===== src/rtl/reg_file_mp.sv =====
`timescale 1ns/1ps
`default_nettype none
// ============================================================================
// Module   : reg_file_mp
// Purpose  : Parametrised register file with two combinational read ports,
//            two synchronous write ports (port A has priority on a shared
//            address), optional write-to-read bypass, optional hardwired
//            zero register and a sequenced bulk-clear sweep.
// Ports    : clk, reset           - clock, synchronous active-high reset
//            RegWrite/write_register/data_in     - write port A (priority)
//            RegWriteB/write_registerB/data_inB  - write port B
//            raddrA/raddrB        - read addresses
//            data_outA/data_outB  - combinational read data
//            clear                - one-cycle request to start the sweep
//            busy                 - high while the sweep is running
// Revision : 1.0 - initial release
// ============================================================================
module reg_file_mp #(
  parameter int W        = 8,
  parameter int A        = 4,
  parameter int BYPASS   = 1,
  parameter int ZERO_REG = 0
) (
  input  logic         clk,
  input  logic         reset,
  input  logic         RegWrite,
  input  logic [A-1:0] write_register,
  input  logic [W-1:0] data_in,
  input  logic         RegWriteB,
  input  logic [A-1:0] write_registerB,
  input  logic [W-1:0] data_inB,
  input  logic [A-1:0] raddrA,
  input  logic [A-1:0] raddrB,
  output logic [W-1:0] data_outA,
  output logic [W-1:0] data_outB,
  input  logic         clear,
  output logic         busy
);

  localparam int DEPTH = 2**A;
  localparam logic [A-1:0] c_LAST = {A{1'b1}};

  typedef enum logic [0:0] {
    S_IDLE  = 1'b0,
    S_SWEEP = 1'b1
  } state_t;

  state_t         r_state;
  state_t         w_state_nxt;
  logic [A-1:0]   r_cnt;
  logic [W-1:0]   r_mem [DEPTH];

  logic           w_busy;
  logic           w_zeroA;
  logic           w_zeroB;
  logic           w_commitA;
  logic           w_commitB;
  logic [A-1:0]   w_raddr [2];
  logic [W-1:0]   w_rdata [2];

  assign w_busy = (r_state == S_SWEEP);

  // Writes aimed at the hardwired zero register are discarded outright.
  assign w_zeroA = (ZERO_REG != 0) && (write_register  == '0);
  assign w_zeroB = (ZERO_REG != 0) && (write_registerB == '0);

  // A "commit" is a write that will really land at the next edge; the same
  // qualification drives both the storage update and the bypass match.
  assign w_commitA = RegWrite  && !w_busy && !reset && !w_zeroA;
  assign w_commitB = RegWriteB && !w_busy && !reset && !w_zeroB &&
                     !(w_commitA && (write_register == write_registerB));

  // Clear sequencer: next-state logic
  always_comb begin
    w_state_nxt = r_state;
    case (r_state)
      S_IDLE:  if (clear)           w_state_nxt = S_SWEEP;
      S_SWEEP: if (r_cnt == c_LAST) w_state_nxt = S_IDLE;
      default: w_state_nxt = S_IDLE;
    endcase
  end

  // State, sweep counter and storage
  always_ff @(posedge clk) begin
    if (reset) begin
      r_state <= S_IDLE;
      r_cnt   <= '0;
      for (int i = 0; i < DEPTH; i++) begin
        r_mem[i] <= '0;
      end
    end else begin
      r_state <= w_state_nxt;
      if (w_busy) begin
        // The counter wraps to 0 on the last entry, but the FSM has left
        // SWEEP by then, so no second pass starts.
        r_mem[r_cnt] <= '0;
        r_cnt        <= r_cnt + 1'b1;
      end else begin
        if (clear) begin
          r_cnt <= '0;
        end
        if (w_commitB) begin
          r_mem[write_registerB] <= data_inB;
        end
        if (w_commitA) begin
          r_mem[write_register] <= data_in;
        end
      end
    end
  end

  assign w_raddr[0] = raddrA;
  assign w_raddr[1] = raddrB;

  // Read muxes: later assignments take precedence, so the order below is
  // lowest priority (storage) to highest (zero register).
  always_comb begin
    for (int p = 0; p < 2; p++) begin
      w_rdata[p] = r_mem[w_raddr[p]];
      if ((BYPASS != 0) && w_commitB && (write_registerB == w_raddr[p])) begin
        w_rdata[p] = data_inB;
      end
      if ((BYPASS != 0) && w_commitA && (write_register == w_raddr[p])) begin
        w_rdata[p] = data_in;
      end
      if ((ZERO_REG != 0) && (w_raddr[p] == '0)) begin
        w_rdata[p] = '0;
      end
    end
  end

  assign data_outA = w_rdata[0];
  assign data_outB = w_rdata[1];
  assign busy      = w_busy;

endmodule
`default_nettype wire


===== config.mk =====
export PLATFORM = sky130hd
export DESIGN_NAME = reg_file_mp
export DESIGN_NICKNAME = d
export VERILOG_FILES = /design/src/rtl/reg_file_mp.sv
export SDC_FILE = /design/constraint.sdc
export NUM_CORES = 1
export LEC_CHECK = 0
export BUFFER_PORTS_ARGS = -buffer_cell sky130_fd_sc_hd__buf_2
export CELL_PAD_IN_SITES_DETAIL_PLACEMENT = 1
export CELL_PAD_IN_SITES_GLOBAL_PLACEMENT = 1
export CORE_MARGIN = 10
export CORE_UTILIZATION = 48
export DETAILED_ROUTE_END_ITERATION = 7
export PLACE_DENSITY_LB_ADDON = 0.05
export SYNTH_ARGS = -nofsm -noshare
export SYNTH_HDL_FRONTEND = slang
export SYNTH_SLANG_ARGS = --single-unit

===== constraint.sdc =====
create_clock -name clk -period 2.8 [get_ports clk]
set_input_delay 0.28 -clock clk [delete_from_list [all_inputs] [get_ports clk]]
set_output_delay 0.28 -clock clk [all_outputs]
set_load 0.05 [all_outputs]

==> impl_metrics.tcl, run 1 <==
set metrics [dict create \
    fin_setup_tns_ns 0 \
    leakage_nw 3.343 \
    diodes 0 \
    gp_congestion 0.9511 \
    die_area_sq_um 23920 \
    drtIter0Drc 859 \
    grt_setup_unrepaired "false" \
    period_needed_ns 2.666 \
    synth-simple-area-share 0.1072 \
    antenna_found_initial 0 \
    hold_violations 0 \
    syn_area_sq_um 8703 \
    m1WireLength_um 12780 \
    coreArea_sq_um 17900 \
    cts_htree_levels 4 \
    synth_xor_area_frac 0.02013 \
    grt_overflow 0 \
    slew_headroom 0.5548 \
    drt_pass1_iterations 5 \
    final_cell_mix "128 x edfxtp_1, 120 x nand2_1, 66 x mux4_2" \
    synth_compound_area_frac 0.1982 \
    grt_max_degree 35 \
    cpPeakStageDelay_ns 0.50 \
    crit_arrival_ns 2.39 \
    dp.cells 995 \
    io_pins 54 \
    drc 0 \
    tritoncts "yes" \
    drtAntennaViolNets 0 \
    status "complete, no violations" \
    postPlaceCellArea_sq_um 9379 \
    drv_cap 0 \
    finalSetupViolCount 0 \
    post_cts_buffers 0 \
    p_per_area_nw_per_um2 556.1 \
    async_flop_share 0 \
    cp_max_fo 2 \
    wl_per_cell_um 31.39 \
    synth_ff_type "edfxtp_1" \
    wl_met3_um 2871 \
    cts_resized 0 \
    period_share 0.9521 \
    ctsRootBufferMaster "clkbuf_16" \
    path_cells "mux4_2, a22o_1, a221oi_1, o21ai_1, buf_2" \
    drive_above_1_share 0.2832 \
    synth_cell_type_count 53 \
    path_delay_family "compound AO/OA/AOI/OAI gates" \
    vias 7321 \
    start_util 0.4862 \
    crit_required_ns 2.52 \
    timing.fmax_ghz 0.3751 \
    std_cell_rows 49 \
    final_area_sq_um 9990 \
    synthAdderAreaFrac 0.001438 \
    final_common_cell "edfxtp_1" \
    path_class "register to primary output" \
    path_clk_slew_ns 0.06 \
    cpMaxStageDelayCell "mux4_2" \
    synth-seq-cells 133 \
    finalNetCount 823 \
    cts_buffers 17 \
    route.met2.wl_um 15380 \
    vdd_ir_drop_max_mv 0.4214 \
    slew_violations 0 \
    grt_pass1_wl_um 48700 \
    worst_slack_ns 0.1342 \
    avgSynthCellArea_sq_um 11.84 \
    cts_sinks 133 \
    io_buffers 53 \
    die_x_um 154.7 \
    critPathBufInv 1 \
    area_growth_pct 14.78 \
    grt_usage 0.2688 \
    postCtsHoldBufs 0 \
    yosysSeqAreaShare 0.4531 \
    crit_path_start_kind "register" \
    clockBufferDepth 2 \
    place_hpwl_um 23380 \
    muxShareOfSynthArea 0.1744 \
    tightest_slew_ns 0.6630 \
    die_h_um 154.7 \
    hp-class "input pin to register" \
    power_mw 5.556 \
    grt_pass1_vias 7827 \
    yosys_warnings 0 \
    insertion_delay_ns 0.43 \
    crit_path_end_kind "primary output" \
    top_layer "met4" \
    final_cells 1027 \
    dpl_worst_slack_ns 0.1806 \
    avgViaCountPerCell 7.129 \
    syn_inst 735 \
    synth_top_family_by_area "compound AO/OA/AOI/OAI gates" \
    synth_edf_count 128 \
    skew_ns 0.008787 \
    synth_nets 773 \
    drt-total-wl_um 32240 \
]
==> sequential cells by signal, summed over array words and instances, names as in the netlist <==
register / cells
busy: 1
r_cnt: 4
r_mem: 128
==> Yosys cell counts, types with 14 or more instances <==
cell / count / area, sq um
buf_2: 16 / 80.08
a22oi_1: 16 / 120.1
o31ai_1: 45 / 337.8
xnor2_1: 14 / 122.6
clkbuf_1: 40 / 150.1
nand2_1: 120 / 450.4
o21ai_0: 39 / 195.2
mux4_2: 66 / 1486
edfxtp_1: 128 / 3844
o21ai_1: 27 / 135.1
a22o_1: 27 / 236.5
a221oi_1: 14 / 122.6
a311o_1: 16 / 160.2
a32o_1: 20 / 200.2
nor2_1: 23 / 86.33
nand3_1: 18 / 90.09
==> layout make-up <==
class / count / area [sq um]
multi-input cells: 518 / 4384
repair buffers: 110 / 755.7
flip-flops and latches: 133 / 3944
fillers: 1864 / 7913
well taps: 229 / 286.5
clock inverters: 15 / 175.2
clock buffers: 17 / 425.4
inverters: 5 / 18.77
==> logic make-up (layout without fill, tap and decap cells) <==
logic type | after synthesis | in the layout
flip-flops | 133 | 133
adder cells (fa/ha/maj) | 1 | 1
multiplexers | 69 | 69
buffers and inverters | 84 | 147
AO/OA/AOI/OAI | 225 | 225
XOR/XNOR | 20 | 20
AND/OR/NAND/NOR | 203 | 203
==> routing by layer <==
layer  GRT usage  vias up
li1            -     3051
met3     0.05713       84
met1      0.3364     3737
met2      0.4354      449
met5           0        -
met4      0.1264        0
==> power by group <==
group	leakage, nW	internal [mW]	total [mW]	switching, mW
clock network	0.292	1.40	2.31	0.909
registers	1.37	2.27	2.34	0.0649
logic	1.69	0.313	0.906	0.593
total	3.34	3.99	5.56	1.57
==> through the flow <==
step	hold slack, ns	util
3_5_place_dp	0.6008	0.5239
5_1_grt	0.1659	0.5580
2_1_floorplan	0.4966	-
4_1_cts	0.1548	0.5575
6_report	0.1528	0.5580
3_3_place_gp	0.5880	0.5239
==> final timing paths <==
check	slack [ns]	from	cells past startpoint	end
max reg2reg	0.31	busy	6	r_mem[8][6]
max	0.13	r_mem[15][7]	5	data_outA[7]
min	0.15	reset	2	r_cnt[2]
min reg2reg	0.62	r_cnt[2]	1	r_cnt[2]
No activity file was read; power rests on OpenSTA's default activity.
==> run 2: changes to the inputs <==
Settings changed: CORE_ASPECT_RATIO set to 1.4.
==> impl_metrics.tcl, run 2 (synthesis gave the netlist of run 1 again) <==
set metrics [dict create \
    period_share 0.9614 \
    dp.cells 1003 \
    drt_pass1_iterations 5 \
    drc 0 \
    dpl_worst_slack_ns 0.1638 \
    skew_ns 0.009322 \
    io_buffers 53 \
    p_sw_mw 1.572 \
    worst_slack_ns 0.1081 \
    tightest_slew_ns 0.7098 \
    path_clk_slew_ns 0.06 \
    cts_buffers 17 \
    power_mw 5.557 \
    final_cells 1034 \
    gp_congestion 0.8793 \
    crit_path_end_kind "primary output" \
    io_pins 54 \
    drv_cap 0 \
    hold_violations 0 \
    post_cts_buffers 0 \
    finalNetCount 820 \
    crit_path_start_kind "input pin" \
    cp_max_fo 44 \
    r2r_cells 7 \
    top_register "r_mem" \
    crit_arrival_ns 2.41 \
    crit_required_ns 2.52 \
    drt-total-wl_um 32300 \
    ctsRootBufferMaster "clkbuf_16" \
    clkPwrFrac 0.418 \
    timing.fmax_ghz 0.3715 \
    grt_pass1_wl_um 48680 \
    largest_reg_flops 128 \
    avgViaCountPerCell 6.953 \
    insertion_delay_ns 0.43 \
    tritoncts "yes" \
    power_frac_seq 0.419 \
    path_class "input pin to primary output" \
    drive_above_1_share 0.2809 \
    grt_pass1_vias 7831 \
    wl_per_cell_um 31.23 \
    p_int_mw 3.985 \
    vias 7189 \
    leakage_nw 3.319 \
    finalSetupViolCount 0 \
    place_hpwl_um 23680 \
    std_cell_rows 58 \
    drtIter0Drc 950 \
    cts_htree_levels 4 \
    fin_setup_tns_ns 0 \
    pwr-share-comb 0.163 \
    grt_setup_unrepaired "false" \
    diodes 0 \
    antenna_found_initial 0 \
    grt_max_degree 45 \
    die_x_um 133.8 \
    die_h_um 179.3 \
    start_util 0.4856 \
    period_needed_ns 2.692 \
    grt_overflow 0 \
    clockBufferDepth 2 \
    min_path_cells 2 \
    slew_violations 0 \
    area_growth_pct 14.51 \
    vdd_ir_drop_max_mv 0.3601 \
    p_per_area_nw_per_um2 557.6 \
    p_sw_frac 0.2830 \
    coreArea_sq_um 17920 \
    status "complete, no violations" \
    drtAntennaViolNets 0 \
    final_util 0.5560 \
    hp-class "input pin to register" \
    grt_usage 0.2745 \
    final_common_cell "edfxtp_1" \
    die_area_sq_um 23990 \
    cts_sinks 133 \
    final_cell_mix "128 x edfxtp_1, 120 x nand2_1, 66 x mux4_2" \
    slew_headroom 0.5251 \
]
[run 2: changes by cell type in the layout (fill, tap and decap cells not counted), sizes merged]
| cell | previous run | this run |
|---|---|---|
| inv | 10 | 9 |
| clkinv | 6 | 4 |
| buf | 110 | 107 |
| clkinvlp | 1 | 3 |
[run 2: cell type report]
class	count	area (sq um)
inverters	5	18.77
flip-flops and latches	133	3944
clock inverters	14	176.4
fillers	1887	7959
repair buffers	107	720.7
clock buffers	17	425.4
multi-input cells	518	4380
well taps	240	300.3
[run 2: metrics by stage]
stage          cell area [sq um]  hold slack, ns
2_1_floorplan               8703          0.4966
3_3_place_gp                9358          0.5857
3_5_place_dp                9358          0.5974
4_1_cts                     9960          0.1340
5_1_grt                     9966          0.1659
6_report                    9966          0.1623
[run 2: final timing paths]
path | startpoint | endpoint | slack, ns
worst max-delay path | write_registerB[3] | data_outA[0] | 0.11
worst min-delay path | reset | r_cnt[1] | 0.16
worst max register to register | busy | r_mem[10][3] | 0.35
worst min register to register | r_cnt[2] | r_cnt[2] | 0.65
[run 2: power groups by stage]
| stage | registers [mW] | clock network [mW] | logic [mW] |
|---|---|---|---|
| floorplan | 2.34 | 0 | 0.607 |
| global placement | 2.36 | 0 | 0.881 |
| detailed placement | 2.36 | 0 | 0.899 |
| CTS | 2.32 | 2.32 | 0.901 |
| global route | 2.33 | 2.41 | 0.951 |
| finish | 2.33 | 2.32 | 0.908 |
[run 2: worst max-delay path, cell delays in order]
cell	delay, ns
buf_2	0.11
buf_4	0.43
xnor2_1	0.19
nand4_1	0.21
a211oi_2	0.33
buf_4	0.25
a22oi_1	0.10
o21ai_1	0.16
buf_2	0.31
[run 2: repair_timing]
action                                  in CTS  in global routing
hold buffers                                 0                  0
gates resized for setup                      0                  2
endpoints found under the setup margin       0                 16
[run 2: routing by layer]
layer | global-route usage | vias to the layer above | wire length (um)
met5 | 0 | - | 0
met4 | 0.1309 | 0 | 1383
met3 | 0.04655 | 70 | 2058
met2 | 0.4952 | 357 | 17010
met1 | 0.3093 | 3718 | 11840
li1 | - | 3044 | -
==> run 3: changes to the inputs <==
Settings changed: CORE_UTILIZATION 48 to 50, CTS_BUF_LIST set to sky130_fd_sc_hd__clkbuf_4 sky130_fd_sc_hd__clkbuf_8 sky130_fd_sc_hd__clkbuf_16.
==> impl_metrics.tcl, run 3 (synthesis gave the netlist of run 1 again) <==
set metrics [dict create \
    top_layer "met4" \
    fin_setup_tns_ns 0 \
    drc 0 \
    rr_endpoint "r_mem[10][2]" \
    vias 7417 \
    crit_path_start_kind "register" \
    timing.hold.ws_ns 0.2071 \
    r2r_start "busy" \
    postPlaceCellArea_sq_um 9350 \
    place_hpwl_um 23340 \
    dpl_worst_slack_ns 0.1559 \
    drt_pass1_iterations 5 \
    power_mw 5.521 \
    slew_violations 0 \
    drive_above_1_share 0.2812 \
    finalNetCount 818 \
    cts_sinks 133 \
    crit_end "data_outA[0]" \
    leakage_nw 3.321 \
    ctsRootBufferMaster "clkbuf_16" \
    wl_per_cell_um 31.99 \
    tightest_slew_ns 0.6671 \
    clockBufferDepth 2 \
    final_common_cell "edfxtp_1" \
    avgViaCountPerCell 7.208 \
    final_cells 1029 \
    path_clk_slew_ns 0.07 \
    postCtsHoldBufs 0 \
    grt_pass1_vias 8072 \
    p_per_area_nw_per_um2 554.7 \
    period_share 0.9625 \
    drtIter0Drc 884 \
    fillers 1800 \
    crit_required_ns 2.52 \
    grt_usage 0.2811 \
    cp_max_fo 2 \
    r2r_cells 6 \
    vdd_ir_drop_max_mv 0.4834 \
    drt-total-wl_um 32920 \
    tritoncts "yes" \
    crit_arrival_ns 2.42 \
    path_class "register to primary output" \
    timing.fmax_ghz 0.3710 \
    io_buffers 53 \
    io_pins 54 \
    antenna_found_initial 0 \
    coreArea_sq_um 17260 \
    wl_met3_um 2115 \
    cts_htree_levels 4 \
    grt_max_degree 33 \
    finalSetupViolCount 0 \
    final_area_sq_um 9953 \
    status "complete, no violations" \
    gp_congestion 0.9450 \
    drv_cap 0 \
    route.met2.wl_um 16990 \
    insertion_delay_ns 0.44 \
    drtAntennaViolNets 0 \
    crit_path_end_kind "primary output" \
    final_util 0.5767 \
    diodes 0 \
    skew_ns 0.01127 \
    slew_headroom 0.5544 \
    worst_slack_ns 0.1049 \
    hold_violations 0 \
    start_util 0.5043 \
    m1WireLength_um 12000 \
    area_growth_pct 14.36 \
    dp.cells 997 \
    post_cts_buffers 0 \
    hp-class "input pin to register" \
    top_register "r_mem" \
    std_cell_rows 57 \
    cts_resized 0 \
    largest_reg_flops 128 \
    r2r_setup_slack_ns 0.34 \
    grt_pass1_wl_um 48870 \
    crit_start "r_mem[15][0]" \
    grt_setup_unrepaired "false" \
    cts_buffers 17 \
    period_needed_ns 2.695 \
    final_cell_mix "128 x edfxtp_1, 120 x nand2_1, 66 x mux4_2" \
    die_x_um 131.5 \
    die_h_um 176.1 \
    die_area_sq_um 23160 \
    grt_overflow 0 \
]
[run 3: cell types whose count changed in the layout (fill, tap and decap cells not counted), sizes merged]
| cell | delta |
|---|---|
| clkbuf | +5 |
| buf | -2 |
| clkinvlp | -1 |
| bufinv | -3 |
[run 3: worst min-delay path by stage]
stage              from       end  slack (ns)  cells past startpoint
3_5_place_dp   r_cnt[2]  r_cnt[2]        0.63                      1
6_report          clear      busy        0.21                      3
3_3_place_gp   r_cnt[2]  r_cnt[2]        0.61                      2
4_1_cts           clear  r_cnt[1]        0.20                      4
5_1_grt           clear  r_cnt[1]        0.26                      4
2_1_floorplan     clear  r_cnt[1]        0.50                      3
[run 3: power breakdown]
part,switching [mW],internal (mW),total [mW]
sequential,0.0590,2.27,2.33
combinational,0.607,0.310,0.917
clock,0.936,1.34,2.27
[run 3: critical path, stage by stage, from the launching register on]
cell and delay [ns]:
edfxtp_1 0.43, mux4_2 0.54, a22o_1 0.27, a221oi_1 0.39
o21ai_1 0.11, buf_2 0.23
[run 3: layer usage]
layer,vias to the layer above,track usage
met5,-,0
met4,0,0.1743
met3,119,0.05063
met2,430,0.4913
met1,3825,0.3133
li1,3043,-
[run 3: layout make-up]
| cell class | instances | area (sq um) | share of cell area |
|---|---|---|---|
| multi-input combinational | 518 | 4374 | 0.4395 |
| sequential | 133 | 3944 | 0.3962 |
| timing repair buffer | 105 | 718.2 | 0.07216 |
| clock buffer | 22 | 521.8 | 0.05242 |
| tap | 236 | 295.3 | 0.02967 |
| clock inverter | 10 | 81.33 | 0.008171 |
| inverter | 5 | 18.77 | 0.001886 |
